===== config.mk =====
export PLATFORM = sky130hd
export DESIGN_NAME = hsv_colour_bbox
export DESIGN_NICKNAME = d
export VERILOG_FILES = /design/src/rtl/hsv_colour_bbox_pkg.sv /design/src/rtl/hsv_colour_bbox_window_match.sv /design/src/rtl/hsv_colour_bbox.sv
export SDC_FILE = /design/constraint.sdc
export NUM_CORES = 2
export LEC_CHECK = 0
export BUFFER_PORTS_ARGS = -buffer_cell sky130_fd_sc_hd__buf_2
export CORE_MARGIN = 2
export CORE_UTILIZATION = 53
export CTS_CLUSTER_DIAMETER = 120
export DETAILED_ROUTE_END_ITERATION = 10
export GPL_ROUTABILITY_DRIVEN = 0
export PLACE_DENSITY = 0.77
export SYNTH_ARGS = -nofsm -noshare
export SYNTH_HDL_FRONTEND = slang
export SYNTH_SLANG_ARGS = --single-unit

===== constraint.sdc =====
create_clock -name clk -period 6.9 [get_ports clk]
set_input_delay 1.035 -clock clk [delete_from_list [all_inputs] [get_ports clk]]
set_output_delay 1.035 -clock clk [all_outputs]
set_load 0.005 [all_outputs]

===== src/rtl/hsv_colour_bbox_pkg.sv =====
// Shared widths, constants and FSM state type for the HSV colour
// classification / bounding-box stage.
package hsv_pkg;

    localparam int unsigned H_W     = 9;
    localparam int unsigned SV_W    = 8;
    localparam int unsigned COORD_W = 11;
    localparam int unsigned CNT_W   = 20;

    localparam logic [H_W-1:0] HUE_MAX = 9'd359;

    typedef enum logic [1:0] {
        IDLE    = 2'd0,
        ACTIVE  = 2'd1,
        PUBLISH = 2'd2
    } state_e;

    // Increment that sticks at all-ones instead of wrapping.
    function automatic logic [CNT_W-1:0] sat_inc(input logic [CNT_W-1:0] c);
        return (&c) ? c : c + 1'b1;
    endfunction

endpackage


===== src/rtl/hsv_colour_bbox_window_match.sv =====
// Combinational test of one HSV pixel against one colour window.
// A hue window with lo > hi wraps through 0 (red).
module hsv_window_match
    import hsv_pkg::*;
(
    input  logic [H_W-1:0]  h_i,
    input  logic [SV_W-1:0] s_i,
    input  logic [SV_W-1:0] v_i,
    input  logic [H_W-1:0]  h_lo_i,
    input  logic [H_W-1:0]  h_hi_i,
    input  logic [SV_W-1:0] s_lo_i,
    input  logic [SV_W-1:0] v_lo_i,
    output logic            match_o
);

    logic hue_ok;

    // Inclusive hue range, plain or wrapping, combined with S/V minimums.
    always_comb begin
        if (h_lo_i <= h_hi_i) begin
            hue_ok = (h_i >= h_lo_i) && (h_i <= h_hi_i);
        end else begin
            hue_ok = (h_i >= h_lo_i) || (h_i <= h_hi_i);
        end
        match_o = hue_ok && (s_i >= s_lo_i) && (v_i >= v_lo_i);
    end

endmodule


===== src/rtl/hsv_colour_bbox.sv =====
// Per-pixel colour mask plus per-frame, per-colour bounding box and
// pixel count, published as a one-cycle pulse after end of frame.
module hsv_colour_bbox
    import hsv_pkg::*;
#(
    parameter int IMAGE_W    = 640,
    parameter int IMAGE_H    = 480,
    parameter int NUM_COL    = 4,
    parameter int MIN_PIXELS = 16
) (
    input  logic                       clk,
    input  logic                       rst_n,
    input  logic [H_W-1:0]             hsv_h,
    input  logic [SV_W-1:0]            hsv_s,
    input  logic [SV_W-1:0]            hsv_v,
    input  logic                       valid_in,
    input  logic                       sop_in,
    input  logic                       eop_in,
    input  logic [H_W*NUM_COL-1:0]     thr_h_lo,
    input  logic [H_W*NUM_COL-1:0]     thr_h_hi,
    input  logic [SV_W*NUM_COL-1:0]    thr_s_lo,
    input  logic [SV_W*NUM_COL-1:0]    thr_v_lo,
    output logic [NUM_COL-1:0]         mask_out,
    output logic                       mask_valid,
    output logic [COORD_W*NUM_COL-1:0] x_min,
    output logic [COORD_W*NUM_COL-1:0] x_max,
    output logic [COORD_W*NUM_COL-1:0] y_min,
    output logic [COORD_W*NUM_COL-1:0] y_max,
    output logic [CNT_W*NUM_COL-1:0]   pix_count,
    output logic [NUM_COL-1:0]         found,
    output logic                       bbox_valid,
    output logic                       frame_overrun
);

    localparam logic [COORD_W-1:0] X_LAST  = COORD_W'(IMAGE_W - 1);
    localparam logic [COORD_W-1:0] Y_END   = COORD_W'(IMAGE_H);
    localparam logic [CNT_W-1:0]   MIN_CNT = CNT_W'(MIN_PIXELS);

    state_e state_q, state_d;

    // Coordinates the next non-sop pixel will take.
    logic [COORD_W-1:0] nx_q, nx_d, ny_q, ny_d;
    logic               ovf_q, ovf_d;

    logic [COORD_W-1:0] xmin_q [NUM_COL];
    logic [COORD_W-1:0] xmin_d [NUM_COL];
    logic [COORD_W-1:0] xmax_q [NUM_COL];
    logic [COORD_W-1:0] xmax_d [NUM_COL];
    logic [COORD_W-1:0] ymin_q [NUM_COL];
    logic [COORD_W-1:0] ymin_d [NUM_COL];
    logic [COORD_W-1:0] ymax_q [NUM_COL];
    logic [COORD_W-1:0] ymax_d [NUM_COL];
    logic [CNT_W-1:0]   cnt_q  [NUM_COL];
    logic [CNT_W-1:0]   cnt_d  [NUM_COL];

    logic [NUM_COL-1:0] match;
    logic               start, accept, clear, in_range, take, publish_d;
    logic [COORD_W-1:0] cur_x, cur_y;

    logic [NUM_COL-1:0]         mask_q;
    logic                       mask_valid_q;
    logic [COORD_W*NUM_COL-1:0] x_min_q, x_max_q, y_min_q, y_max_q;
    logic [CNT_W*NUM_COL-1:0]   pix_count_q;
    logic [NUM_COL-1:0]         found_q;
    logic                       bbox_valid_q, frame_overrun_q;

    for (genvar k = 0; k < NUM_COL; k++) begin : g_win
        hsv_window_match u_win (
            .h_i    (hsv_h),
            .s_i    (hsv_s),
            .v_i    (hsv_v),
            .h_lo_i (thr_h_lo[k*H_W +: H_W]),
            .h_hi_i (thr_h_hi[k*H_W +: H_W]),
            .s_lo_i (thr_s_lo[k*SV_W +: SV_W]),
            .v_lo_i (thr_v_lo[k*SV_W +: SV_W]),
            .match_o(match[k])
        );
    end

    // Frame sequencing, coordinate tracking and accumulator next-state.
    always_comb begin
        start    = valid_in && sop_in;
        accept   = valid_in && (start || (state_q == ACTIVE));
        clear    = start || (state_q == PUBLISH);
        cur_x    = start ? '0 : nx_q;
        cur_y    = start ? '0 : ny_q;
        in_range = cur_y < Y_END;
        take     = accept && in_range;

        ovf_d = clear ? 1'b0 : ovf_q;
        if (accept && !in_range) begin
            ovf_d = 1'b1;
        end

        nx_d = clear ? '0 : nx_q;
        ny_d = clear ? '0 : ny_q;
        if (take) begin
            if (cur_x == X_LAST) begin
                nx_d = '0;
                ny_d = cur_y + 1'b1;
            end else begin
                nx_d = cur_x + 1'b1;
                ny_d = cur_y;
            end
        end

        for (int unsigned k = 0; k < NUM_COL; k++) begin
            xmin_d[k] = clear ? '1 : xmin_q[k];
            xmax_d[k] = clear ? '0 : xmax_q[k];
            ymin_d[k] = clear ? '1 : ymin_q[k];
            ymax_d[k] = clear ? '0 : ymax_q[k];
            cnt_d[k]  = clear ? '0 : cnt_q[k];
            if (take && match[k]) begin
                if (cur_x < xmin_d[k]) xmin_d[k] = cur_x;
                if (cur_x > xmax_d[k]) xmax_d[k] = cur_x;
                if (cur_y < ymin_d[k]) ymin_d[k] = cur_y;
                if (cur_y > ymax_d[k]) ymax_d[k] = cur_y;
                cnt_d[k] = sat_inc(cnt_d[k]);
            end
        end

        if (accept && eop_in) begin
            state_d = PUBLISH;
        end else if (start || (state_q == ACTIVE)) begin
            state_d = ACTIVE;
        end else begin
            state_d = IDLE;
        end
        publish_d = (state_d == PUBLISH);
    end

    // State, coordinate and accumulator registers.
    always_ff @(posedge clk or negedge rst_n) begin
        if (!rst_n) begin
            state_q <= IDLE;
            nx_q    <= '0;
            ny_q    <= '0;
            ovf_q   <= 1'b0;
            for (int unsigned k = 0; k < NUM_COL; k++) begin
                xmin_q[k] <= '1;
                xmax_q[k] <= '0;
                ymin_q[k] <= '1;
                ymax_q[k] <= '0;
                cnt_q[k]  <= '0;
            end
        end else begin
            state_q <= state_d;
            nx_q    <= nx_d;
            ny_q    <= ny_d;
            ovf_q   <= ovf_d;
            for (int unsigned k = 0; k < NUM_COL; k++) begin
                xmin_q[k] <= xmin_d[k];
                xmax_q[k] <= xmax_d[k];
                ymin_q[k] <= ymin_d[k];
                ymax_q[k] <= ymax_d[k];
                cnt_q[k]  <= cnt_d[k];
            end
        end
    end

    // Registered per-pixel mask, one cycle behind the accepted pixel.
    always_ff @(posedge clk or negedge rst_n) begin
        if (!rst_n) begin
            mask_q       <= '0;
            mask_valid_q <= 1'b0;
        end else begin
            mask_q       <= accept ? match : '0;
            mask_valid_q <= accept;
        end
    end

    // Results are captured on the edge that enters PUBLISH, from the
    // final accumulator values, so they are stable while bbox_valid is high.
    always_ff @(posedge clk or negedge rst_n) begin
        if (!rst_n) begin
            x_min_q         <= '0;
            x_max_q         <= '0;
            y_min_q         <= '0;
            y_max_q         <= '0;
            pix_count_q     <= '0;
            found_q         <= '0;
            bbox_valid_q    <= 1'b0;
            frame_overrun_q <= 1'b0;
        end else begin
            bbox_valid_q <= publish_d;
            if (publish_d) begin
                frame_overrun_q <= ovf_d;
                for (int unsigned k = 0; k < NUM_COL; k++) begin
                    pix_count_q[k*CNT_W +: CNT_W] <= cnt_d[k];
                    if (cnt_d[k] == '0) begin
                        x_min_q[k*COORD_W +: COORD_W] <= '0;
                        x_max_q[k*COORD_W +: COORD_W] <= '0;
                        y_min_q[k*COORD_W +: COORD_W] <= '0;
                        y_max_q[k*COORD_W +: COORD_W] <= '0;
                        found_q[k]                    <= 1'b0;
                    end else begin
                        x_min_q[k*COORD_W +: COORD_W] <= xmin_d[k];
                        x_max_q[k*COORD_W +: COORD_W] <= xmax_d[k];
                        y_min_q[k*COORD_W +: COORD_W] <= ymin_d[k];
                        y_max_q[k*COORD_W +: COORD_W] <= ymax_d[k];
                        found_q[k]                    <= (cnt_d[k] >= MIN_CNT);
                    end
                end
            end
        end
    end

    assign mask_out      = mask_q;
    assign mask_valid    = mask_valid_q;
    assign x_min         = x_min_q;
    assign x_max         = x_max_q;
    assign y_min         = y_min_q;
    assign y_max         = y_max_q;
    assign pix_count     = pix_count_q;
    assign found         = found_q;
    assign bbox_valid    = bbox_valid_q;
    assign frame_overrun = frame_overrun_q;

endmodule

* Word level (Yosys, flattened, before mapping)
Index checks and enable logic that the tools add are counted.
** Word-level totals
- Flip-flop bits (word level) :: 548
- Output and inout port bits :: 267
- Word-level logic and storage cells :: 218
** Operators by class
- Add/subtract/negate cells :: 6
- $lt $le $gt $ge :: 41
- Equal/unequal tests :: 4
- Mux-type cells :: 96
- Reduce and logical (&&, ||, !) cells :: 37
** Operators by type and width (number)
- 11-bit two-way mux :: 71
- 20-bit two-way mux :: 12
- 11-bit > comparator :: 8
- 11-bit < comparator :: 8
- 20-bit by 1-bit adder with 20-bit output, second input constant :: 4
- 20-bit by 5-bit greater-or-equal comparator with 1-bit output, second input constant :: 4
- 20-bit zero test :: 4
- 20-bit AND reduction :: 4
- 9-bit less-or-equal comparator :: 8
- 8-bit greater-or-equal comparator :: 8
- 9-bit greater-or-equal comparator :: 4
- 11-bit by 1-bit adder with 11-bit output, second input constant :: 2
- 1-bit logical AND :: 21
- 11-bit by 10-bit == test with 1-bit output, second input constant :: 1
- 11-bit by 9-bit < comparator with 1-bit output, second input constant :: 1
- 1-bit two-way mux :: 11
- 1-bit logical OR :: 6
- 2-bit == test, second input constant :: 2
- 4-bit two-way mux :: 1
- 2-bit by 1-bit == test with 1-bit output, second input constant :: 1
- 2-bit two-way mux :: 1
- 2-bit nonzero test :: 1
- 1-bit zero test :: 1

* Depth between registers and ports, before layout
- Depth in word-level cells :: 9
- Gate-level depth with buffers :: 23

* Cells and area by module
From an unflattened synthesis, not the netlist that was laid out.
** Second synthesis, totals
- Cells, all modules :: 3431
- Area total of the unflattened synthesis :: 32087.0 um^2
** By module, submodules not included
- hsv_colour_bbox :: instances 1, cells an instance 2882, area each 27953.1 um^2
- hsv_window_match at g_win[2].u_win ... :: instances 2, cells an instance 138, area each 1027.2 um^2
- hsv_window_match at g_win[0].u_win :: instances 1, cells an instance 138, area each 1051.0 um^2
- hsv_window_match at g_win[1].u_win :: instances 1, cells an instance 135, area each 1028.5 um^2

* Worst setup path after synthesis
Ideal clock, no wire load.
- Kind :: input-to-reg
- Start point :: input valid_in
- End point :: register found_q[2] (netlist: found[2])
- Setup time :: 0.126 ns
- Arrival :: 5.698 ns
- Required time :: 6.774 ns
- Setup slack :: 1.076 ns
- Cell stages on the path :: 22
- Cells stage by stage :: and2_1 buf_2 nor2_4 clkbuf_1 clkbuf_1 clkbuf_1 buf_1 nand2_1 inv_1 ha_1 nand3_1 inv_1 nand4_1 or4_1 o22ai_1 buf_2 nor3_1 xor2_1 nand4_1 nor4_2 buf_2 a21oi_1
** Between the ends
- Longest elaborated chain between the ends :: 8
** RTL lines
- from (decl) :: RTL line hsv_colour_bbox.sv:16 : input logic valid_in,
- 1-bit logical AND :: RTL line hsv_colour_bbox.sv:82 : start = valid_in && sop_in;
- 1-bit logical OR (tied with other cells) :: RTL line hsv_colour_bbox.sv:84 : clear = start || (state_q == PUBLISH);
- 20-bit two-way mux (tied with other cells) :: RTL line hsv_colour_bbox.sv:112 : cnt_d[k] = clear ? '0 : cnt_q[k];
- 20-bit by 1-bit adder with 20-bit output (tied with other cells) :: RTL line hsv_colour_bbox_pkg.sv:20 : return (&c) ? c : c + 1'b1;
- 20-bit two-way mux or 1-bit logical AND (tied branches) :: RTL line hsv_colour_bbox_pkg.sv:20, hsv_colour_bbox.sv:113
- 20-bit two-way mux :: RTL line hsv_colour_bbox.sv:113 : if (take && match[k]) begin
- 20-bit by 5-bit greater-or-equal comparator with 1-bit output or 20-bit zero test (tied branches) :: RTL line hsv_colour_bbox.sv:201, hsv_colour_bbox.sv:190
- 1-bit two-way mux :: RTL line hsv_colour_bbox.sv:190 : if (cnt_d[k] == '0) begin
- to (signal, indexed assignment) :: RTL line hsv_colour_bbox.sv:201 : found_q[k] <= (cnt_d[k] >= MIN_CNT);
- to (decl) :: RTL line hsv_colour_bbox.sv:64 : logic [NUM_COL-1:0] found_q;
Several ways; a longest one is shown, not always the timed one.
A chain may end at the register's enable or synchronous reset.

* Worst setup path in the final report
- Start point :: input valid_in
- End point :: register x_max_q[39] (netlist: x_max[39])
** Between the ends
- Longest elaborated chain between the ends :: 8
** RTL lines
- 1-bit logical AND :: RTL line hsv_colour_bbox.sv:82
- 1-bit logical OR (tied with other cells) :: RTL line hsv_colour_bbox.sv:84
- 20-bit two-way mux (tied with other cells) :: RTL line hsv_colour_bbox.sv:112
- 20-bit by 1-bit adder with 20-bit output (tied with other cells) :: RTL line hsv_colour_bbox_pkg.sv:20
- 20-bit two-way mux or 1-bit logical AND (tied branches) :: RTL line hsv_colour_bbox_pkg.sv:20, hsv_colour_bbox.sv:113
- 20-bit two-way mux :: RTL line hsv_colour_bbox.sv:113
- 20-bit zero test :: RTL line hsv_colour_bbox.sv:190
- 11-bit two-way mux :: RTL line hsv_colour_bbox.sv:190
- to (signal, indexed assignment) :: RTL line hsv_colour_bbox.sv:198 : x_max_q[k*COORD_W +: COORD_W] <= xmax_d[k];
- to (decl) :: RTL line hsv_colour_bbox.sv:62 : logic [COORD_W*NUM_COL-1:0] x_min_q, x_max_q, y_min_q, y_max_q;
Several ways; a longest one is shown, not always the timed one.

==> out/results.tsv <==
stage	metric	value	unit
worst_setup_path	crit_path_max_fanout	143	
power	powerDensity	215	nW/µm²
clocking	clk_pin_slew	0.06	ns
logic_synthesis	seq_area_frac_synth	42.4	%
clocking	clk_latency	0.65	ns
logic_synthesis	synthCells	3402	
worst_setup_path	startpoint	valid_in	
detailed_routing	drt_pass1_iterations	6	
sta	tightest_slew	1.15	ns
detailed_routing	drc	0	
clocking	root_buffer	clkbuf_16	
power	p_total	8100	µW
clocking	ctsResizeCount	0	
logic_synthesis	netlist_area	32600	µm²
logic_synthesis	synth-edff-count	0	
logic_synthesis	synth.top_cell.area_share	35.3	%
sta	rsz0062_at_grt	no	
clocking	post_cts_buffers	0	
logic_synthesis	syn-num-nets	3914	
logic_synthesis	yosysUniqueCellTypes	83	
layout	final_util	62.1	%
worst_setup_path	reg2regPathDepth	12	
logic_synthesis	synth_area_leaders	dfrtp_1 (35%), ha_1 (13%), dfstp_2 (7.1%), mux2i_1 (6.2%), nand2_1 (5.2%)	
global_routing	overflow	0	
die	core_area	60600	µm²
layout	nNetsFinal	4310	
global_routing	grt_start_max_net_pins	169	
die	fp.dieArea	63500	µm²
detailed_routing	first_iter_violations	2516	
worst_setup_path	worstPathRequired	7.38	ns
sta	holdWs	0.447	ns
global_routing	grt_pass1_wl	153	mm
logic_synthesis	syn_avg_cell_area	9.58	µm²
die	die_h	252	µm
logic_synthesis	synth_common_cells	dfrtp_1 (460), nand2_1 (448), ha_1 (346)	
clocking	htree_levels	2	
worst_setup_path	crit_chain	buf_2, and2_1, nor2_4, buf_12, nand2_1, inv_1, ha_1, nand4_1, nor3_1, nand3_1, nand3_1, nor3_1, xor2_1, or4b_1, nor4_4, buf_4, a211oi_1	
layout	drive_gt1_share	20.7	%
sta	fin_skew	0.0568	ns
worst_setup_path	crit_cells	17	
worst_setup_path	path_buf_inv	4	
worst_setup_path	reg2reg_to	y_min[9]	
place	port_buffers	432	
sta	period_share	77.7	%
die	die-width	252	µm
worst_setup_path	cp.arrival	5.84	ns
clocking	clockBufferDepth	3	
clocking	numCtsBuffers	55	
status	outcome	finished, final reports clean	
worst_setup_path	endpoint	x_max[39]	
sta	period_minus_slack	5.36	ns
flow_run	maxCapViolCount	0	
global_routing	grt_pass1_vias	27256	
worst_setup_path	rrSetupSlack	1.61	ns
power	p_leak	0.0197	µW
sta	fmax	186	MHz
layout	final_cells	4626	
clocking	cts_tree	done	
power	ir_drop	0.254	mV
detailed_routing	ant_nets	0	
detailed_routing	drt_wl_total	98.8	mm
sta	setup_tns	0	ns
worst_setup_path	path_class	in -> reg	
worst_setup_path	timing.rr.start	state_q[1]	
logic_synthesis	ys_seq_elements	548	
logic_synthesis	async_reset_ff_share	100	%
place	post-place-cells	4523	
die	ioPinCount	433	
worst_hold_path	min_path_type	in -> async	
detailed_routing	post_drt_wl_per_cell	21.4	µm
layout	syn2layout_area_growth	15.4	%
place	dp_hpwl	71.2	mm
clocking	clkSinkCount	548	
die	start_util	53.8	%
worst_setup_path	slowest_stage	or4b_1	
sta	maxSlewHeadroom	22.7	%
sta	finalHoldViolCount	0	
logic_synthesis	synthMostInstantiatedCell	dfrtp_1	
worst_setup_path	cp-end-kind	register	
worst_setup_path	crit_family	simple AND/OR/NAND/NOR gates	
logic_synthesis	yosysTopAreaCell	dfrtp_1	
global_routing	antenna_found_initial	3	
clocking	holdBufCountCts	0	
detailed_routing	drt-vias-per-instance	5.99	
sta	setup_violations	0	
sta	drv_slew	0	
detailed_routing	vias	27710	
global_routing	gr-usage-all-layers	30.7	%
die	num_rows	90	
worst_setup_path	cp-start-kind	primary input	
worst_setup_path	max_stage_delay	0.55	ns
logic_synthesis	ys.flop_type	dfrtp_1	
logic_synthesis	ys.warnings.count	0	
==> where the power goes <==
group          switching (µW)  internal (µW)  total [µW]
Sequential                152           3460        3610
Combinational             838            518        1360
Clock                    1330           1800        3130
==> flip-flops by register name, indices dropped and copies added (netlist names) <==
signal / cells
bbox_valid: 1
cnt_q: 80
found: 4
frame_overrun: 1
mask_out: 4
mask_valid: 1
nx_q: 11
ny_q: 11
ovf_q: 1
pix_count: 80
state_q: 2
x_max: 44
x_min: 44
xmax_q: 44
xmin_q: 44
y_max: 44
y_min: 44
ymax_q: 44
ymin_q: 44
==> worst min path at each step <==
stage,to,cells past startpoint
4_1_cts,pix_count[31],2
6_report,pix_count[60],1
3_5_place_dp,pix_count[27],2
2_1_floorplan,ny_q[0],2
5_1_grt,pix_count[75],2
3_3_place_gp,pix_count[27],2
==> routing by layer <==
metal  global-route usage (%)  vias up  wire length, µm
met5                        0        -               23
met4                     12.4        4             4430
met3                     5.86      265             7540
met2                     51.2     1184            47000
met1                     39.5    13422            39800
li1                         -    12835                -
==> layout make-up <==
| cell class | count | area (µm²) |
|---|---|---|
| Inverter | 238 | 901 |
| Antenna cell | 1 | 2.50 |
| Clock buffer | 76 | 1550 |
| Sequential cell | 548 | 13800 |
| Timing Repair Buffer | 498 | 2760 |
| Fill cell | 5023 | 23000 |
| Multi-Input combinational cell | 2457 | 17300 |
| Tap cell | 782 | 978 |
| Clock inverter | 26 | 337 |
==> metrics by stage <==
| stage | instance area, µm² | setup slack, ns |
|---|---|---|
| 6_report | 37600 | 1.54 |
| 3_5_place_dp | 35700 | 0.934 |
| 3_3_place_gp | 35700 | 1.16 |
| 5_1_grt | 37600 | 1.24 |
| 4_1_cts | 37600 | 1.62 |
| 2_1_floorplan | 32600 | 1.08 |
==> worst register-to-register path: cells and delay by family (launching register included) <==
family                 cells  cell delay [ns]
AND/OR/NAND/NOR            6             2.46
AO/OA/AOI/OAI              4             1.42
buffers and inverters      2             0.86
flip-flops                 1             0.40
==> layout by cell type, fill, tap and decap left out, types with 42 or more instances in the layout <==
master / n
dfrtp_1: 460
nand2_1: 446
buf_2: 431
ha_1: 346
nor2_1: 291
inv_1: 237
a21oi_1: 208
mux2i_1: 202
o21ai_0: 105
dfstp_2: 88
nand3_1: 75
buf_4: 59
clkbuf_16: 56
nand4_1: 55
a211oi_1: 52
mux2_2: 52
a21o_1: 50
nor3_1: 48
and3_1: 42
o21a_1: 42
==> cells by family (layout without fill, tap and decap cells) <==
family                     Yosys count  count (layout)  share of synthesized area, %
buffers and inverters              397             838                          4.77
other                                0               1                             0
adders and majority gates          350             350                          13.4
muxes                              254             254                          8.00
and+or+nand+nor                   1112            1112                          15.8
DFF                                548             548                          42.4
xor gates and xnor gates            64              64                          1.72
AOI/OAI and AO/OA                  677             677                          14.0
Note: power is estimated with default switching activity, not from simulation.
